File: src/rtl/btn_pkg.sv
// Shared constants for the push-button front end: button indices and repeat FSM encoding.
// Optional feature macro used by this block: BTN_AUTO_REPEAT_EN.
package btn_pkg;

  localparam int BTN_C = 0;
  localparam int BTN_U = 1;
  localparam int BTN_L = 2;
  localparam int BTN_R = 3;
  localparam int BTN_D = 4;
  localparam int N_BTN = 5;

  typedef enum logic [2:0] {
    REP_IDLE   = 3'b001,
    REP_DELAY  = 3'b010,
    REP_REPEAT = 3'b100
  } rep_state_e;

endpackage

File: src/rtl/btn_channel.sv
// One button: 2-flop synchroniser, debounce counter, press edge and optional auto-repeat.
// Auto-repeat is built only when BTN_AUTO_REPEAT_EN is defined.
module btn_channel #(
  parameter int DEBOUNCE_CYCLES = 1000000,
  parameter int REPEAT_DELAY    = 80000000,
  parameter int REPEAT_PERIOD   = 16000000
) (
  input  logic clk,
  input  logic rst_n,
  input  logic raw_i,
  output logic stable_o,
  output logic event_o
);
  import btn_pkg::*;

  localparam int CNT_W = (DEBOUNCE_CYCLES > 2) ? $clog2(DEBOUNCE_CYCLES) : 1;
  localparam logic [CNT_W-1:0] CNT_LAST = CNT_W'(DEBOUNCE_CYCLES - 1);

  // The repeat timer is shared by both waits, so the period must fit in the delay width.
  if (DEBOUNCE_CYCLES < 2 || REPEAT_DELAY < 2 || REPEAT_PERIOD < 1 ||
      REPEAT_PERIOD > REPEAT_DELAY) begin : g_cfg_check
    $error("btn_channel: unsupported timing parameters");
  end

  logic [1:0]       sync_q;
  logic             sync;
  logic             stable_q, stable_d;
  logic [CNT_W-1:0] cnt_q, cnt_d;
  logic             press_q, press_d;

  assign sync = sync_q[1];

  always_ff @(posedge clk or negedge rst_n) begin
    if (!rst_n) begin
      sync_q <= 2'b00;
    end else begin
      sync_q <= {sync_q[0], raw_i};
    end
  end

  always_comb begin
    stable_d = stable_q;
    cnt_d    = cnt_q;
    press_d  = 1'b0;
    if (sync == stable_q) begin
      cnt_d = '0;
    end else if (cnt_q == CNT_LAST) begin
      stable_d = sync;
      cnt_d    = '0;
      press_d  = sync;
    end else begin
      cnt_d = cnt_q + 1'b1;
    end
  end

  always_ff @(posedge clk or negedge rst_n) begin
    if (!rst_n) begin
      stable_q <= 1'b0;
      cnt_q    <= '0;
      press_q  <= 1'b0;
    end else begin
      stable_q <= stable_d;
      cnt_q    <= cnt_d;
      press_q  <= press_d;
    end
  end

  assign stable_o = stable_q;

`ifdef BTN_AUTO_REPEAT_EN
  localparam int TMR_W = $clog2(REPEAT_DELAY);
  localparam logic [TMR_W-1:0] DELAY_LAST  = TMR_W'(REPEAT_DELAY - 1);
  localparam logic [TMR_W-1:0] PERIOD_LAST = TMR_W'(REPEAT_PERIOD - 1);

  rep_state_e       state_q;
  logic [TMR_W-1:0] timer_q;
  logic             rep_q;

  // Uses the next stable level so a release never coincides with one last repeat.
  always_ff @(posedge clk or negedge rst_n) begin
    if (!rst_n) begin
      state_q <= REP_IDLE;
      timer_q <= '0;
      rep_q   <= 1'b0;
    end else begin
      rep_q <= 1'b0;
      if (press_d) begin
        state_q <= REP_DELAY;
        timer_q <= '0;
      end else if (!stable_d) begin
        state_q <= REP_IDLE;
        timer_q <= '0;
      end else begin
        case (state_q)
          REP_DELAY: begin
            if (timer_q == DELAY_LAST) begin
              state_q <= REP_REPEAT;
              timer_q <= '0;
              rep_q   <= 1'b1;
            end else begin
              timer_q <= timer_q + 1'b1;
            end
          end
          REP_REPEAT: begin
            if (timer_q == PERIOD_LAST) begin
              timer_q <= '0;
              rep_q   <= 1'b1;
            end else begin
              timer_q <= timer_q + 1'b1;
            end
          end
          default: begin
            state_q <= REP_IDLE;
            timer_q <= '0;
          end
        endcase
      end
    end
  end

  assign event_o = press_q | rep_q;
`else
  assign event_o = press_q;
`endif

endmodule

File: src/rtl/btn_conditioner.sv
// Button front end: per-button channels, pending event register and priority arbiter.
// Define BTN_AUTO_REPEAT_EN to enable held-button auto-repeat in every channel.
module btn_conditioner #(
  parameter int N_BTN           = btn_pkg::N_BTN,
  parameter int DEBOUNCE_CYCLES = 1000000,
  parameter int REPEAT_DELAY    = 80000000,
  parameter int REPEAT_PERIOD   = 16000000
) (
  input  logic             clk,
  input  logic             rst_n,
  input  logic [N_BTN-1:0] btn_raw,
  input  logic             cmd_ready,
  output logic [N_BTN-1:0] btn_pulse,
  output logic [N_BTN-1:0] btn_level,
  output logic [N_BTN-1:0] pending
);
  import btn_pkg::*;

  logic [N_BTN-1:0] stable;
  logic [N_BTN-1:0] events;
  logic [N_BTN-1:0] pend_q, pend_d;
  logic [N_BTN-1:0] pulse_q, pulse_d;

  for (genvar i = 0; i < N_BTN; i++) begin : g_ch
    btn_channel #(
      .DEBOUNCE_CYCLES(DEBOUNCE_CYCLES),
      .REPEAT_DELAY   (REPEAT_DELAY),
      .REPEAT_PERIOD  (REPEAT_PERIOD)
    ) u_ch (
      .clk     (clk),
      .rst_n   (rst_n),
      .raw_i   (btn_raw[i]),
      .stable_o(stable[i]),
      .event_o (events[i])
    );
  end

  // Lowest set bit wins; a new event on the bit being issued survives the clear.
  always_comb begin
    pulse_d = '0;
    if (cmd_ready) begin
      pulse_d = pend_q & (~pend_q + 1'b1);
    end
    pend_d = (pend_q & ~pulse_d) | events;
  end

  always_ff @(posedge clk or negedge rst_n) begin
    if (!rst_n) begin
      pend_q  <= '0;
      pulse_q <= '0;
    end else begin
      pend_q  <= pend_d;
      pulse_q <= pulse_d;
    end
  end

  assign btn_pulse = pulse_q;
  assign btn_level = stable;
  assign pending   = pend_q;

endmodule

File: config.mk
export PLATFORM = sky130hd
export DESIGN_NAME = btn_conditioner
export DESIGN_NICKNAME = d
export VERILOG_FILES = /design/src/rtl/btn_pkg.sv /design/src/rtl/btn_channel.sv /design/src/rtl/btn_conditioner.sv
export SDC_FILE = /design/constraint.sdc
export NUM_CORES = 1
export LEC_CHECK = 0
export CAP_MARGIN = 20
export CORE_ASPECT_RATIO = 0.75
export CORE_MARGIN = 4
export CORE_UTILIZATION = 49
export CTS_CLUSTER_DIAMETER = 200
export DETAILED_ROUTE_END_ITERATION = 10
export HOLD_SLACK_MARGIN = 0.03
export PLACE_DENSITY = 0.66
export SKIP_CTS_REPAIR_TIMING = 1
export SLEW_MARGIN = 10
export SYNTH_ARGS = -nofsm -noshare
export SYNTH_HDL_FRONTEND = slang
export SYNTH_SLANG_ARGS = --single-unit
File: constraint.sdc
create_clock -name clk -period 2.82 [get_ports clk]
set_input_delay 0.705 -clock clk [delete_from_list [all_inputs] [get_ports clk]]
set_output_delay 0.705 -clock clk [all_outputs]
set_load 0.05 [all_outputs]
==> results of run 1 <==
per-layer routing:
metal | global-route usage | up-vias | part of all wire
li1 | - | 2135 | -
met1 | 0.254 | 2163 | 0.51
met2 | 0.249 | 83 | 0.44
met3 | 0.0551 | 8 | 0.045
met4 | 0.0424 | 0 | 0.0073
met5 | 0 | - | 0
kinds of logic (layout without fill, tap and decap cells):
logic type / Yosys count / after routing / share of synthesized area
mux: 4 / 4 / 0.00747
simple gates: 272 / 272 / 0.242
fa+ha+maj: 5 / 5 / 0.0104
buf+inv: 49 / 86 / 0.0346
xor+xnor: 67 / 67 / 0.0973
compound gates: 68 / 68 / 0.0687
flops: 130 / 130 / 0.539
synthesized netlist by cell type (3+ instances only):
library cell | number | area [um^2]
and3b_1 | 3 | 26.3
nand4_1 | 21 | 131
o21ai_0 | 16 | 80.1
xor2_1 | 25 | 219
o31ai_1 | 17 | 128
mux2_2 | 4 | 45.0
or2_2 | 3 | 18.8
nand2b_1 | 3 | 18.8
xnor2_1 | 42 | 368
and3_1 | 8 | 50.1
buf_2 | 5 | 25.0
nor3b_1 | 3 | 22.5
or3_1 | 15 | 93.8
nand3_1 | 34 | 170
nor2_1 | 80 | 300
a21o_1 | 3 | 22.5
or4_1 | 16 | 120
ha_1 | 5 | 62.6
a21oi_1 | 28 | 140
buf_4 | 5 | 37.5
or4b_2 | 3 | 30.0
clkbuf_1 | 13 | 48.8
nand2_1 | 27 | 101
and4_1 | 5 | 43.8
dfrtp_1 | 130 | 3250
nor3_1 | 14 | 70.1
inv_1 | 26 | 97.6
or3_2 | 3 | 22.5
and2_1 | 7 | 43.8
nor4_1 | 15 | 93.8
path summary, 6_finish.rpt:
check,slack [ns],endpoint,depth (start not counted),start
setup / recovery,0.47,pending[3],1,pending[3]
hold / removal,0.21,g_ch[4].u_ch.cnt_q[3],1,rst_n
setup reg to reg,0.67,g_ch[4].u_ch.cnt_q[18],5,g_ch[4].u_ch.cnt_q[0]
hold reg to reg,0.35,g_ch[3].u_ch.sync_q[1],0,g_ch[3].u_ch.sync_q[0]
max in group asynchronous,1.87,g_ch[0].u_ch.stable_o,2,rst_n
min in group clk,0.35,g_ch[3].u_ch.sync_q[1],0,g_ch[3].u_ch.sync_q[0]
metrics by stage:
step | instances | utilization | setup WS, ns | area, um^2 | power (W)
6_report | 794 | 0.588 | 0.472 | 6960 | 0.00406
2_1_floorplan | 595 | - | 0.869 | 6030 | 0.00200
3_3_place_gp | 762 | 0.542 | 0.726 | 6410 | 0.00206
4_1_cts | 794 | 0.588 | 0.438 | 6960 | 0.00411
3_5_place_dp | 762 | 0.542 | 0.690 | 6410 | 0.00207
5_1_grt | 794 | 0.588 | 0.396 | 6960 | 0.00421
where the power goes:
part	switching (W)	internal, W
combinational	0.0000841	0.0000378
clock	0.000775	0.00125
sequential	0.0000202	0.00189
cell type report:
cell class,count,area (um^2),share of cell area
sequential,130,3250,0.468
multi-input combinational,416,2580,0.371
clock buffer,22,464,0.0667
timing repair buffer,28,275,0.0396
tap,162,203,0.0291
inverter,26,97.6,0.0140
clock inverter,10,85.1,0.0122
flip-flops by register name (all words and copies together) (netlist names):
signal	count
g_ch.u_ch.event_o	5
g_ch.u_ch.sync_q	10
g_ch.u_ch.cnt_q	100
btn_pulse	5
g_ch.u_ch.stable_o	5
pending	5
==> impl_metrics.ini, run 1 <==
[status]
status = finished, final reports clean

[clock_network]
clk_pin_slew_ns = 0.05
cts_tree = built
cts_buffer_depth = 2
clock-sinks = 130
cts-root-buf = clkbuf_16
htree_levels = 4
cts_buffers = 17
clk_latency_ns = 0.41

[floorplan]
core_area_um2 = 11800
ioPinCount = 23
die_w_um = 136
start_util = 0.510
chipHeight_um = 104
core.rowCount = 34
dieArea_um2 = 14200

[global_route]
track_usage = 0.173
grt-ovfl-total = 0
grt_pass1_vias = 4253
antenna_found_initial = 0
grt_max_degree = 74
grt_pass1_wl_um = 20000

[pwr]
peakVddDrop_uv = 464
power.density_nw_per_um2 = 583
leakage_nw = 2.84

[logic_synthesis]
ys_seq_area_frac = 0.539
synth_warnings = 0
synth_nets = 608
ys.flop_type = dfrtp_1
netlist_instances = 595
synth_area_um2 = 6030
async_flop_share = 1.00
synth-edff-count = 0
ys_types = 42
ys_ff_latch = 130
syn_area_per_cell_um2 = 10.1

[worst_setup_path]
cp_data_required_time_ns = 2.12
cpPeakStageDelay_ns = 0.85
crit_chain = clkdlybuf4s50_1
startpoint_type = flip-flop
path_buf_inv = 1
critPathKind = reg -> out
endpoint_kind = output port
cp_max_fo = 5
cp.arrival_ns = 1.64
cp_slowest_cell = clkdlybuf4s50_1
cp_top_family = buffers and inverters

[layout]
nFillCells = 1008
drive_above_1_share = 0.0902
n_antenna_cell = 0
mostFrequentLayoutCells = dfrtp_1, nor2_1, xnor2_1, nand3_1, a21oi_1
layout_commonest_cell = dfrtp_1
fin_nets = 632
synthToLayoutAreaGrowth_pct = 15.3

[sta]
finalCriticalPeriod_ns = 2.35
tns_ns = 0
maxSlewViolCount = 0
rsz0062_at_grt = no
max_clock_freq_mhz = 426
setup_viol = 0
fin_skew_ns = 0.0119
final_hold_viol_count = 0
max_slew_margin = 0.478
whs_ns = 0.210
worst_pin_slew_ns = 0.783
fin_crit_sh = 0.833

[detailed_routing]
drtPass1Iterations = 4
avgViaCountPerCell = 5.53
drt_wl_total_um = 11700
ant_nets = 0
drt_iter0_markers = 322
routedWlPerCell_um = 14.7
drcViolationCount = 0
vias = 4389

[place]
place.gp.congestion = 0.803
port-buffer-count = 22
dp_hpwl_um = 7770

[run]
drv_cap = 0

[hold_path]
hold_path_class = in -> async
(Power assumes the default switching activity.)
==> run 2: changes to the inputs <==
--- a/config.mk
+++ b/config.mk
@@ -12,7 +12,7 @@
 export CTS_CLUSTER_DIAMETER = 200
 export DETAILED_ROUTE_END_ITERATION = 10
 export HOLD_SLACK_MARGIN = 0.03
-export PLACE_DENSITY = 0.66
+export PLACE_DENSITY = 0.69
 export SKIP_CTS_REPAIR_TIMING = 1
 export SLEW_MARGIN = 10
 export SYNTH_ARGS = -nofsm -noshare
==> constraint.sdc (replaced) <==
create_clock -name clk -period 2.1 [get_ports clk]
set_input_delay 0.525 -clock clk [delete_from_list [all_inputs] [get_ports clk]]
set_output_delay 0.525 -clock clk [all_outputs]
set_load 0.05 [all_outputs]
==> run 2 against run 1 <==
  * Non-clock buffer count rose by 13
  * First-iteration DRC count increased by 25%
  * Clock-buffer cell count is 4 lower
  * Clock skew is 0.0058 ns lower
  * Global-route usage is 0.45 points higher
  * Utilization up 1.5 points
  * Cell area is 2.6% higher
  * Sequential power up 35%
  * Combinational power grew 47%
  * Clock power is 48% higher
==> impl_metrics.ini, run 2 (same netlist as run 1, synthesis figures left out) <==
[sta]
finalCriticalPeriod_ns = 2.00
rsz0062_at_grt = no
worst_pin_slew_ns = 0.532
layout_setup_ws_ns = 0.103
fin_skew_ns = 0.00609
tns_ns = 0
whs_ns = 0.0965
max_slew_margin = 0.645
maxSlewViolCount = 0
fin_crit_sh = 0.951
final_hold_viol_count = 0
max_clock_freq_mhz = 501
setup_viol = 0

[worst_setup_path]
critPathKind = reg -> reg
cp_max_fo = 9
startpoint_type = flip-flop
cp_data_required_time_ns = 2.43
endpoint_kind = flip-flop
cp.arrival_ns = 2.32

[global_route]
grt_max_degree = 40
track_usage = 0.177
grt-ovfl-total = 0
grt_pass1_vias = 4354
grt_pass1_wl_um = 20500
antenna_found_initial = 0

[pwr]
p_seq_frac = 0.449
power.density_nw_per_um2 = 801
netSwitchingPower_w = 0.00123
peakVddDrop_uv = 714
intPower_w = 0.00449
switching_share = 0.215
power_frac_comb = 0.031
leakage_nw = 3.09
clockPowerShare = 0.520

[floorplan]
core_area_um2 = 11800
die_w_um = 136
dieArea_um2 = 14200
ioPinCount = 23
chipHeight_um = 104
start_util = 0.510
core.rowCount = 34

[clock_network]
cts_buffers = 17
clk_latency_ns = 0.41
cts_tree = built
cts_buffer_depth = 2
clock-sinks = 130
clk_pin_slew_ns = 0.06
htree_levels = 4
cts-root-buf = clkbuf_16

[place]
placed_area_um2 = 6510
place.gp.congestion = 0.815
place_ws_ns = 0.0429
port-buffer-count = 22
dp_hpwl_um = 7990

[detailed_routing]
vias = 4408
avgViaCountPerCell = 5.47
drcViolationCount = 0
drt_iter0_markers = 403
routedWlPerCell_um = 14.4
ant_nets = 0
drt_wl_total_um = 11600
drtPass1Iterations = 5

[layout]
synthToLayoutAreaGrowth_pct = 18.4
layout_commonest_cell = dfrtp_1
largest_register_ffs = 100
fin_nets = 645
postLayoutCellArea_um2 = 7140
final_util = 0.604
n_antenna_cell = 0
top_regs = g_ch.u_ch.cnt_q: 100 flops, g_ch.u_ch.sync_q: 10 flops
top_register = g_ch.u_ch.cnt_q
drive_above_1_share = 0.124
mostFrequentLayoutCells = dfrtp_1, nor2_1, xnor2_1, nand3_1, a21oi_1

[hold_path]
hold_path_class = in -> async

[run]
drv_cap = 0

[status]
status = finished, final reports clean
[run 2: cell count changes in the layout (fill, tap and decap cells not counted), sizes merged]
cell and change:
buf +20, clkdlybuf4s50 -15, dlymetal6s2s +8, clkbuf -4
bufinv +2, clkinvlp +2, clkinv -1
[run 2: critical path, cell delays in order, from the launching register on]
cell,delay [ns]
dfrtp_1,0.43
nand3_2,0.15
or4_1,0.71
or4_1,0.46
a21oi_1,0.17
[run 2: area by class of cell]
type                    count  area (um^2)
fillers                  1004         4690
clock buffers              18          439
repair buffers             41          400
well taps                 162          203
clock inverters            13          163
multi-input cells         416         2580
inverters                  26         97.6
flip-flops and latches    130         3250
[run 2: final timing paths]
kind | from | to | slack, ns | depth (start not counted)
worst max-delay path | g_ch[4].u_ch.cnt_q[2] | g_ch[4].u_ch.cnt_q[17] | 0.10 | 4
min in group clk | g_ch[3].u_ch.sync_q[0] | g_ch[3].u_ch.sync_q[1] | 0.35 | 0
worst max register to register | g_ch[4].u_ch.cnt_q[2] | g_ch[4].u_ch.cnt_q[17] | 0.10 | 4
worst min register to register | g_ch[3].u_ch.sync_q[0] | g_ch[3].u_ch.sync_q[1] | 0.35 | 0
max in group asynchronous | rst_n | g_ch[1].u_ch.cnt_q[9] | 1.43 | 2
worst min-delay path | rst_n | g_ch[4].u_ch.cnt_q[5] | 0.1 | 1
[run 2: through the flow]
step | cells | power, W
floorplan | 595 | 0.00268
global placement | 775 | 0.00278
detailed placement | 775 | 0.00279
CTS | 806 | 0.00578
global route | 806 | 0.00593
finish | 806 | 0.00572
[run 2: routing by layer]
metal | GRT usage | part of all wire | up-vias
met5 | 0 | 0 | -
met3 | 0.0377 | 0.027 | 15
met1 | 0.255 | 0.50 | 2165
met2 | 0.267 | 0.46 | 64
met4 | 0.0604 | 0.010 | 0
li1 | - | - | 2164
[run 2: power by group through the flow]
stage	combinational [W]	clock, W	sequential [W]
final	0.000179	0.00298	0.00257
after global routing	0.000204	0.00316	0.00257
after CTS	0.000185	0.00303	0.00257
after detailed placement	0.000183	0	0.00261
after global placement	0.000177	0	0.00261
after floorplan	0.0000753	0	0.00261
==> run 3: changes to the inputs <==
--- a/config.mk
+++ b/config.mk
@@ -12,7 +12,7 @@
 export CTS_CLUSTER_DIAMETER = 200
 export DETAILED_ROUTE_END_ITERATION = 10
 export HOLD_SLACK_MARGIN = 0.03
-export PLACE_DENSITY = 0.69
+export PLACE_DENSITY_LB_ADDON = 0.2
 export SKIP_CTS_REPAIR_TIMING = 1
 export SLEW_MARGIN = 10
 export SYNTH_ARGS = -nofsm -noshare
==> run 3 against run 2 <==
  * Global-route usage rose by 0.52 points
  * Critical path type unchanged
  * Highest routed layer unchanged
  * Clock-buffer cell count did not move
  * Die area unchanged
  * Critical endpoint is now g_ch[3].u_ch.cnt_q[18]
  * Clock power is 8.1% lower
==> impl_metrics.ini, run 3 (same netlist as run 1, synthesis figures left out) <==
[status]
status = finished, final reports clean

[global_route]
antenna_found_initial = 0
grt_pass1_wl_um = 20700
grt_pass1_vias = 4282
grt-ovfl-total = 0
grt_max_degree = 47
track_usage = 0.183

[layout]
top_regs = g_ch.u_ch.cnt_q: 100 flops, g_ch.u_ch.sync_q: 10 flops
nFillCells = 989
layout_commonest_cell = dfrtp_1
fin_nets = 645
top_register = g_ch.u_ch.cnt_q
largest_register_ffs = 100
n_antenna_cell = 0
drive_above_1_share = 0.126
postLayoutCellArea_um2 = 7070
synthToLayoutAreaGrowth_pct = 17.3
mostFrequentLayoutCells = dfrtp_1, nor2_1, xnor2_1, nand3_1, a21oi_1

[sta]
max_clock_freq_mhz = 508
tns_ns = 0
final_hold_viol_count = 0
fin_skew_ns = 0.00749
maxSlewViolCount = 0
max_slew_margin = 0.659
setup_viol = 0
rsz0062_at_grt = no
finalCriticalPeriod_ns = 1.97
worst_pin_slew_ns = 0.510
fin_crit_sh = 0.938

[clock_network]
clock-sinks = 130
clk_latency_ns = 0.42
htree_levels = 4
cts-root-buf = clkbuf_16
cts_buffer_depth = 2
cts_buffers = 17
clk_pin_slew_ns = 0.06
cts_tree = built

[detailed_routing]
routedWlPerCell_um = 14.7
drt_wl_total_um = 11900
vias = 4444
drcViolationCount = 0
ant_nets = 0
drtPass1Iterations = 5
drt_iter0_markers = 242
avgViaCountPerCell = 5.51

[worst_setup_path]
reg2reg_depth = 5
endpoint_kind = flip-flop
cp_data_required_time_ns = 2.43
timing.rr.start = g_ch[3].u_ch.cnt_q[0]
startpoint_type = flip-flop
cp.arrival_ns = 2.30
critPathKind = reg -> reg
worstSetupStartpoint = g_ch[3].u_ch.cnt_q[0]
cp_max_fo = 4

[floorplan]
ioPinCount = 23
dieArea_um2 = 14200
core.rowCount = 34
core_area_um2 = 11800
die_w_um = 136
start_util = 0.510
chipHeight_um = 104

[hold_path]
hold_path_class = in -> async

[place]
placed_area_um2 = 6500
port-buffer-count = 22
place.gp.congestion = 0.821
dp_hpwl_um = 8010

[run]
drv_cap = 0

[pwr]
power.density_nw_per_um2 = 775
leakage_nw = 3.07
peakVddDrop_uv = 692
run 3: worst max-delay path, stage by stage, from the launching register on:
cell     delay, ns
dfrtp_1       0.40
ha_1          0.22
nand3_1       0.10
or3_1         0.46
or4_1         0.52
a21oi_1       0.19
run 3: cell type report:
type / count / area, um^2 / share of cell area
Inverter: 26 / 97.6 / 0.0138
Clock inverter: 14 / 118 / 0.0166
Multi-Input combinational cell: 416 / 2590 / 0.366
Sequential cell: 130 / 3250 / 0.460
Clock buffer: 18 / 429 / 0.0607
Tap cell: 162 / 203 / 0.0287
Timing Repair Buffer: 41 / 388 / 0.0548
run 3: metrics by stage:
stage | utilization | worst slack, ns | instances | power (W) | hold WS, ns
2_1_floorplan | - | 0.149 | 595 | 0.00268 | 0.229
3_3_place_gp | 0.550 | 0.102 | 775 | 0.00278 | 0.334
3_5_place_dp | 0.550 | 0.0675 | 775 | 0.00279 | 0.337
4_1_cts | 0.596 | -0.0845 | 807 | 0.00554 | 0.0452
5_1_grt | 0.598 | 0.0227 | 807 | 0.00568 | 0.0586
6_report | 0.598 | 0.130 | 807 | 0.00548 | 0.0421
run 3: worst paths after layout:
path / to / slack [ns]
worst max register to register: g_ch[3].u_ch.cnt_q[18] / 0.13
worst max-delay path: g_ch[3].u_ch.cnt_q[18] / 0.13
worst min-delay path: g_ch[4].u_ch.cnt_q[8] / 0.04
max in group asynchronous: g_ch[3].u_ch.cnt_q[8] / 1.46
min in group clk: g_ch[2].u_ch.sync_q[1] / 0.35
worst min register to register: g_ch[2].u_ch.sync_q[1] / 0.35
run 3: metal layers:
layer | track usage | vias up | wire length (um)
met2 | 0.261 | 81 | 5290
met4 | 0.0604 | 0 | 142
met5 | 0 | - | 0
met3 | 0.0493 | 13 | 448
met1 | 0.269 | 2191 | 6020
li1 | - | 2159 | -
run 3: where the power goes:
group	internal (W)	total [W]	switching (W)
Sequential	0.00254	0.00257	0.0000271
Clock	0.00162	0.00274	0.00113
Combinational	0.0000596	0.000174	0.000114
Total	0.00422	0.00548	0.00127
